`src/rtl/gray_pkg.sv`:
```
// Shared types and helpers for the Gray-code receive path.
//
// Contents:
//   GRAY_W        default Gray/binary word width
//   POP_IN_W      widest vector popcount accepts
//   POP_OUT_W     width of the popcount result
//   gray_t/bin_t  default-width word typedefs
//   ctrl_state_e  EMPTY/FULL occupancy of the decoder output register
//   gray2bin      Gray-to-binary conversion of a default-width word
//   popcount      number of set bits in a vector of up to POP_IN_W bits
package gray_pkg;

  localparam int GRAY_W    = 3;
  localparam int POP_IN_W  = 32;
  localparam int POP_OUT_W = 6;

  typedef logic [GRAY_W-1:0] gray_t;
  typedef logic [GRAY_W-1:0] bin_t;

  typedef enum logic {
    CTRL_EMPTY = 1'b0,
    CTRL_FULL  = 1'b1
  } ctrl_state_e;

  function automatic bin_t gray2bin(input gray_t g);
    bin_t b;
    b[GRAY_W-1] = g[GRAY_W-1];
    for (int i = GRAY_W - 2; i >= 0; i--) begin
      b[i] = b[i+1] ^ g[i];
    end
    return b;
  endfunction

  function automatic logic [POP_OUT_W-1:0] popcount(input logic [POP_IN_W-1:0] v);
    logic [POP_OUT_W-1:0] n;
    n = '0;
    for (int i = 0; i < POP_IN_W; i++) begin
      n = n + POP_OUT_W'(v[i]);
    end
    return n;
  endfunction

endpackage

```
`src/rtl/gray2bin_comb.sv`:
```
// Combinational Gray-to-binary decoder, WIDTH-parameterised and reusable.
//
// Ports:
//   gray  in   WIDTH  Gray-coded word, MSB = bit WIDTH-1
//   bin   out  WIDTH  binary equivalent
module gray2bin_comb #(
  parameter int WIDTH = 3
) (
  input  logic [WIDTH-1:0] gray,
  output logic [WIDTH-1:0] bin
);

  // Each binary bit is the XOR of all Gray bits at or above it; writing it
  // as a reduction keeps the decode free of a bit-to-bit feedback chain.
  for (genvar i = 0; i < WIDTH; i++) begin : g_bit
    assign bin[i] = ^gray[WIDTH-1:i];
  end

endmodule

```
`src/rtl/gray_bin_decoder.sv`:
```
// Registered, valid/ready-handshaked Gray-to-binary decoder with an optional
// adjacency checker that flags and counts multi-bit jumps between
// consecutive accepted Gray words.
//
// Build option:
//   GRAY_STEP_CHECK_EN  when defined, the step checker, previous-word
//                       register, first-word flag and saturating error
//                       counter are built; otherwise out_step_err and
//                       err_cnt are tied to zero.
//
// Ports:
//   clk           in   1          rising-edge clock
//   rst_n         in   1          asynchronous active-low reset
//   in_valid      in   1          upstream offers in_gray
//   in_ready      out  1          decoder can accept this cycle
//   in_gray       in   WIDTH      Gray-coded input word
//   out_valid     out  1          out_bin holds a decoded word
//   out_ready     in   1          downstream takes out_bin this cycle
//   out_bin       out  WIDTH      decoded binary word
//   out_step_err  out  1          word is not Gray-adjacent to the previous one
//   err_cnt       out  ERR_CNT_W  saturating step-error count since reset
module gray_bin_decoder
  import gray_pkg::*;
#(
  parameter int WIDTH     = GRAY_W,
  parameter int ERR_CNT_W = 8
) (
  input  logic                 clk,
  input  logic                 rst_n,
  input  logic                 in_valid,
  output logic                 in_ready,
  input  logic [WIDTH-1:0]     in_gray,
  output logic                 out_valid,
  input  logic                 out_ready,
  output logic [WIDTH-1:0]     out_bin,
  output logic                 out_step_err,
  output logic [ERR_CNT_W-1:0] err_cnt
);

  ctrl_state_e      state_q, state_d;
  logic             accept;
  logic [WIDTH-1:0] dec_bin;
  logic [WIDTH-1:0] out_bin_q, out_bin_d;

  gray2bin_comb #(.WIDTH(WIDTH)) u_decode (
    .gray (in_gray),
    .bin  (dec_bin)
  );

  always_ff @(posedge clk or negedge rst_n) begin
    if (!rst_n) begin
      state_q <= CTRL_EMPTY;
    end else begin
      state_q <= state_d;
    end
  end

  // An accept while full replaces the word in place, so the register only
  // empties when downstream takes the word and nothing new arrives.
  always_comb begin
    state_d = state_q;
    case (state_q)
      CTRL_EMPTY: if (accept) state_d = CTRL_FULL;
      CTRL_FULL:  if (!accept && out_ready) state_d = CTRL_EMPTY;
      default:    state_d = CTRL_EMPTY;
    endcase
  end

  // in_ready passes out_ready straight through when full; there is no skid
  // buffer, so a full register can only take a word as the old one leaves.
  always_comb begin
    out_valid = (state_q == CTRL_FULL);
    in_ready  = !out_valid || out_ready;
    accept    = in_valid && in_ready;
  end

  always_comb begin
    out_bin_d = out_bin_q;
    if (accept) begin
      out_bin_d = dec_bin;
    end
  end

  always_ff @(posedge clk or negedge rst_n) begin
    if (!rst_n) begin
      out_bin_q <= '0;
    end else begin
      out_bin_q <= out_bin_d;
    end
  end

  assign out_bin = out_bin_q;

`ifdef GRAY_STEP_CHECK_EN
  logic [WIDTH-1:0]     prev_gray_q, prev_gray_d;
  logic                 first_flag_q, first_flag_d;
  logic                 out_step_err_q, out_step_err_d;
  logic [ERR_CNT_W-1:0] err_cnt_q, err_cnt_d;
  logic [POP_OUT_W-1:0] step_dist;
  logic                 step_err;

  // A repeated word (distance 0) is legal; the very first word after reset
  // has nothing to compare against and is never an error.
  always_comb begin
    step_dist      = popcount(POP_IN_W'(in_gray ^ prev_gray_q));
    step_err       = !first_flag_q && (step_dist >= POP_OUT_W'(2));
    prev_gray_d    = prev_gray_q;
    first_flag_d   = first_flag_q;
    out_step_err_d = out_step_err_q;
    err_cnt_d      = err_cnt_q;
    if (accept) begin
      prev_gray_d    = in_gray;
      first_flag_d   = 1'b0;
      out_step_err_d = step_err;
      if (step_err && (err_cnt_q != '1)) begin
        err_cnt_d = err_cnt_q + ERR_CNT_W'(1);
      end
    end
  end

  always_ff @(posedge clk or negedge rst_n) begin
    if (!rst_n) begin
      prev_gray_q    <= '0;
      first_flag_q   <= 1'b1;
      out_step_err_q <= 1'b0;
      err_cnt_q      <= '0;
    end else begin
      prev_gray_q    <= prev_gray_d;
      first_flag_q   <= first_flag_d;
      out_step_err_q <= out_step_err_d;
      err_cnt_q      <= err_cnt_d;
    end
  end

  assign out_step_err = out_step_err_q;
  assign err_cnt      = err_cnt_q;
`else
  assign out_step_err = 1'b0;
  assign err_cnt      = '0;
`endif

endmodule

```
`config.mk`:
```
export PLATFORM = sky130hd
export DESIGN_NAME = gray_bin_decoder
export DESIGN_NICKNAME = d
export VERILOG_FILES = /design/src/rtl/gray_pkg.sv /design/src/rtl/gray2bin_comb.sv /design/src/rtl/gray_bin_decoder.sv
export SDC_FILE = /design/constraint.sdc
export NUM_CORES = 1
export LEC_CHECK = 0
export BUFFER_PORTS_ARGS = -buffer_cell sky130_fd_sc_hd__buf_2
export CAP_MARGIN = 20
export CORE_AREA = 10 10 47 49
export DETAILED_ROUTE_END_ITERATION = 8
export DIE_AREA = 0 0 57 59
export GPL_TIMING_DRIVEN = 1
export HOLD_SLACK_MARGIN = 0.15
export PLACE_DENSITY_LB_ADDON = 0.05
export SLEW_MARGIN = 5
export SYNTH_ARGS = -nofsm -noshare
export SYNTH_HDL_FRONTEND = slang
export SYNTH_HIERARCHICAL = 1
export SYNTH_SLANG_ARGS = --single-unit
```
`constraint.sdc`:
```
create_clock -name clk -period 1.09 [get_ports clk]
set_input_delay 0.109 -clock clk [delete_from_list [all_inputs] [get_ports clk]]
set_output_delay 0.109 -clock clk [all_outputs]
set_load 0.01 [all_outputs]
```
==> impl_metrics.xml <==
<?xml version="1.0" encoding="UTF-8"?>
<metrics>
  <group name="floorplan">
    <metric name="core_area" unit="sq um">1400</metric>
    <metric name="die_area" unit="sq um">3360</metric>
    <metric name="num_rows" unit="">14</metric>
    <metric name="floorplan.die.height" unit="um">59</metric>
    <metric name="io_pins" unit="">21</metric>
    <metric name="floorplan.initialDensity" unit="%">20.6</metric>
    <metric name="dieWidth" unit="um">57</metric>
  </group>
  <group name="finish">
    <metric name="mostFrequentLayoutCell" unit="">sky130_fd_sc_hd__buf_2</metric>
    <metric name="sequential_cell_area" unit="sq um">100</metric>
    <metric name="drive_above_1_share" unit="%">51.4</metric>
    <metric name="stdcell_count" unit="">53</metric>
    <metric name="n_fill_cell" unit="">155</metric>
    <metric name="post-route-util" unit="%">25.8</metric>
    <metric name="combined_area_of_the_multi_input_logic_cells" unit="sq um">144</metric>
    <metric name="insertedDiodeCount" unit="">0</metric>
    <metric name="layout_common_cells" unit="">sky130_fd_sc_hd__buf_2, sky130_fd_sc_hd__conb_1, sky130_fd_sc_hd__dfrtp_1</metric>
    <metric name="final_nets" unit="">46</metric>
    <metric name="area.growth.synth_to_final" unit="%">25.1</metric>
  </group>
  <group name="route">
    <metric name="postRouteWirelength" unit="um">616</metric>
    <metric name="vias" unit="">163</metric>
    <metric name="detailedRoute.firstIterationViolations" unit="">1</metric>
    <metric name="dr_wl_met2" unit="um">307</metric>
    <metric name="met1_length" unit="um">225</metric>
    <metric name="route.antenna.remaining_nets" unit="">0</metric>
    <metric name="wirelength_per_cell" unit="um">11.6</metric>
    <metric name="route.detailed.drc" unit="">0</metric>
    <metric name="top_layer" unit="">met3</metric>
    <metric name="via_per_inst" unit="">3.08</metric>
    <metric name="wl_met3" unit="um">84</metric>
    <metric name="first_pass_iters" unit="">2</metric>
  </group>
  <group name="min_path">
    <metric name="worstHoldPathType" unit="">input pin to register</metric>
    <metric name="worst_hold_path.num_cells" unit="">2</metric>
    <metric name="holdCritStartpoint" unit="">in_gray[2]</metric>
    <metric name="worstHoldEndpoint" unit="">out_bin[2]$_DFFE_PN0P_</metric>
  </group>
  <group name="synthesis">
    <metric name="syn-cell-area" unit="sq um">289</metric>
    <metric name="synth_warnings" unit="">6</metric>
    <metric name="syn_avg_cell_area" unit="sq um">12.6</metric>
    <metric name="synth.distinct_cells" unit="">9</metric>
    <metric name="yosysSeqAreaShare" unit="%">34.6</metric>
    <metric name="ys_ff_latch" unit="">4</metric>
    <metric name="postSynthCellCount" unit="">23</metric>
  </group>
  <group name="clocking">
    <metric name="clkSlewWorstSetupHoldPaths" unit="ns">0.04</metric>
    <metric name="ctsRootBufferMaster" unit="">sky130_fd_sc_hd__clkbuf_4</metric>
    <metric name="cts_made_buffers" unit="">3</metric>
    <metric name="cts-root-to-sink-buffers" unit="">2</metric>
    <metric name="cts_htree_levels" unit="">1</metric>
    <metric name="cts_resized" unit="">0</metric>
    <metric name="clock_insertion_delay_worst_skew" unit="ns">0.24</metric>
    <metric name="cts_tree" unit="">yes</metric>
    <metric name="cts.sinks" unit="">4</metric>
    <metric name="post-cts-setup-buffers" unit="">0</metric>
  </group>
  <group name="global_route">
    <metric name="initial_antenna_violation_count" unit="">0</metric>
    <metric name="grt_pass1_wl" unit="um">979</metric>
    <metric name="pin_count_of_the_biggest_net_entering_global_routing" unit="">5</metric>
    <metric name="grtUsageTotal" unit="%">4.20</metric>
    <metric name="number_of_global_route_vias_before_repair" unit="">192</metric>
    <metric name="grt.overflow.total" unit="">0</metric>
  </group>
  <group name="setup_path">
    <metric name="timing.rr.end" unit="">out_bin[0]$_DFFE_PN0P_</metric>
    <metric name="timing.critical_path.arrival" unit="ns">1.15</metric>
    <metric name="worst_r2r_path_depth" unit="">3</metric>
    <metric name="cp_launch_type" unit="">input pin</metric>
    <metric name="critPathMaxFanout" unit="">3</metric>
    <metric name="worst_ep_required_time" unit="ns">1.20</metric>
    <metric name="critical_path_class" unit="">input pin to register</metric>
    <metric name="worst_r2r_src" unit="">out_valid$_DFF_PN0_</metric>
    <metric name="slowest_stage" unit="">sky130_fd_sc_hd__dlygate4sd3_1</metric>
    <metric name="endpoint_kind" unit="">register</metric>
    <metric name="worst-r2r-setup-slack" unit="ns">0.11</metric>
    <metric name="cpPeakStageDelay" unit="ns">0.52</metric>
    <metric name="crit_chain" unit="">dlygate4sd3_1, buf_2, nand2_4, mux2_4</metric>
  </group>
  <group name="pwr">
    <metric name="power_per_cell_area" unit="nW/um^2">1420</metric>
    <metric name="finalPower" unit="uW">515</metric>
    <metric name="total_leakage_power" unit="uW">0.000204</metric>
    <metric name="peakVddDrop" unit="V">0.000707</metric>
  </group>
  <group name="timing">
    <metric name="finClkSkew" unit="ns">0.00191</metric>
    <metric name="fmax" unit="MHz">964</metric>
    <metric name="setup_ws" unit="ns">0.0525</metric>
    <metric name="timing.final.hold_violations" unit="">0</metric>
    <metric name="setup_viol_count_final" unit="">0</metric>
    <metric name="report.final.slew_viol_count" unit="">0</metric>
    <metric name="fin_crit_sh" unit="%">95.2</metric>
    <metric name="fin_setup_tns" unit="ns">0</metric>
    <metric name="layout_min_cycle_time" unit="ns">1.04</metric>
    <metric name="setup_repair_after_global_routing_missed_its_margin" unit="">false</metric>
  </group>
  <group name="outcome">
    <metric name="status" unit="">finished clean</metric>
  </group>
  <group name="placement">
    <metric name="finalWeightedCongestion" unit="">0.588</metric>
    <metric name="dp_slack" unit="ns">0.0987</metric>
    <metric name="port-buffer-count" unit="">11</metric>
    <metric name="detailed_place_hpwl" unit="um">527</metric>
    <metric name="place.detailed.instances" unit="">48</metric>
  </group>
  <group name="flow_run">
    <metric name="drv_cap" unit="">0</metric>
  </group>
</metrics>
## worst max-delay path, delay by kind of cell
| family | cells | cell delay (ns) |
|---|---|---|
| buf+inv | 2 | 0.66 |
| mux | 1 | 0.30 |
| simple gates | 1 | 0.08 |
## timing repair
item / 4_1_cts / 5_1_grt
hold endpoints to repair: 5 / 0
endpoints found under the setup margin: 0 / 0
hold buffers: 2 / 0
## Yosys cell counts
library cell	instances	area, sq um
sky130_fd_sc_hd__nand2_4	1	11.3
sky130_fd_sc_hd__xor2_1	1	8.76
sky130_fd_sc_hd__nand2b_4	1	13.8
sky130_fd_sc_hd__buf_4	10	75.1
sky130_fd_sc_hd__xor3_1	1	23.8
sky130_fd_sc_hd__conb_1	1	3.75
sky130_fd_sc_hd__mux2_4	3	45.0
sky130_fd_sc_hd__dfrtp_1	4	100
sky130_fd_sc_hd__or2b_1	1	7.51
## area by class of cell
| type | count | area share (%) |
|---|---|---|
| well taps | 16 | 5.54 |
| multi-input cells | 17 | 39.8 |
| clock buffers | 3 | 6.23 |
| repair buffers | 13 | 20.8 |
| flip-flops and latches | 4 | 27.7 |
## per-layer routing
layer	up-vias	global-route usage, %
met5	-	0
met4	0	2.01
met3	0	5.15
met2	11	5.27
met1	71	3.95
li1	81	-
## power by group
group	switching (uW)	internal, uW	total (uW)
clock	60.9	123	184
sequential	13.0	174	187
combinational	65.4	78.6	144
total	139	376	515
## flip-flops by register name (all words and copies together) (netlist names)
register	flops
out_valid	1
out_bin	3
## logic make-up (layout without fill, tap and decap cells)
kind of cell	Yosys count	after routing	synth area share, %
other	1	9	1.30
and+or+nand+nor	3	3	11.3
xor gates and xnor gates	2	2	11.3
buffers and inverters	10	16	26.0
muxes	3	3	15.6
DFF	4	4	34.6
## how the worst max path moves through the flow
stage,startpoint,to,slack [ns],depth (start not counted)
2_1_floorplan,out_valid$_DFF_PN0_,out_bin[0]$_DFFE_PN0P_,0.08,3
3_3_place_gp,in_gray[1],out_bin[0]$_DFFE_PN0P_,0.09,3
5_1_grt,in_valid,out_bin[0]$_DFFE_PN0P_,0.02,4
6_report,in_valid,out_bin[0]$_DFFE_PN0P_,0.05,4
4_1_cts,in_valid,out_bin[0]$_DFFE_PN0P_,0.05,4
3_5_place_dp,in_gray[1],out_bin[0]$_DFFE_PN0P_,0.1,3
## stage by stage
stage	instance area, sq um	hold WS [ns]
floorplan	319	-0.187
global placement	319	-0.0764
detailed placement	319	-0.0752
CTS	362	0.156
global route	362	0.160
finish	362	0.158
(Power assumes the default switching activity.)
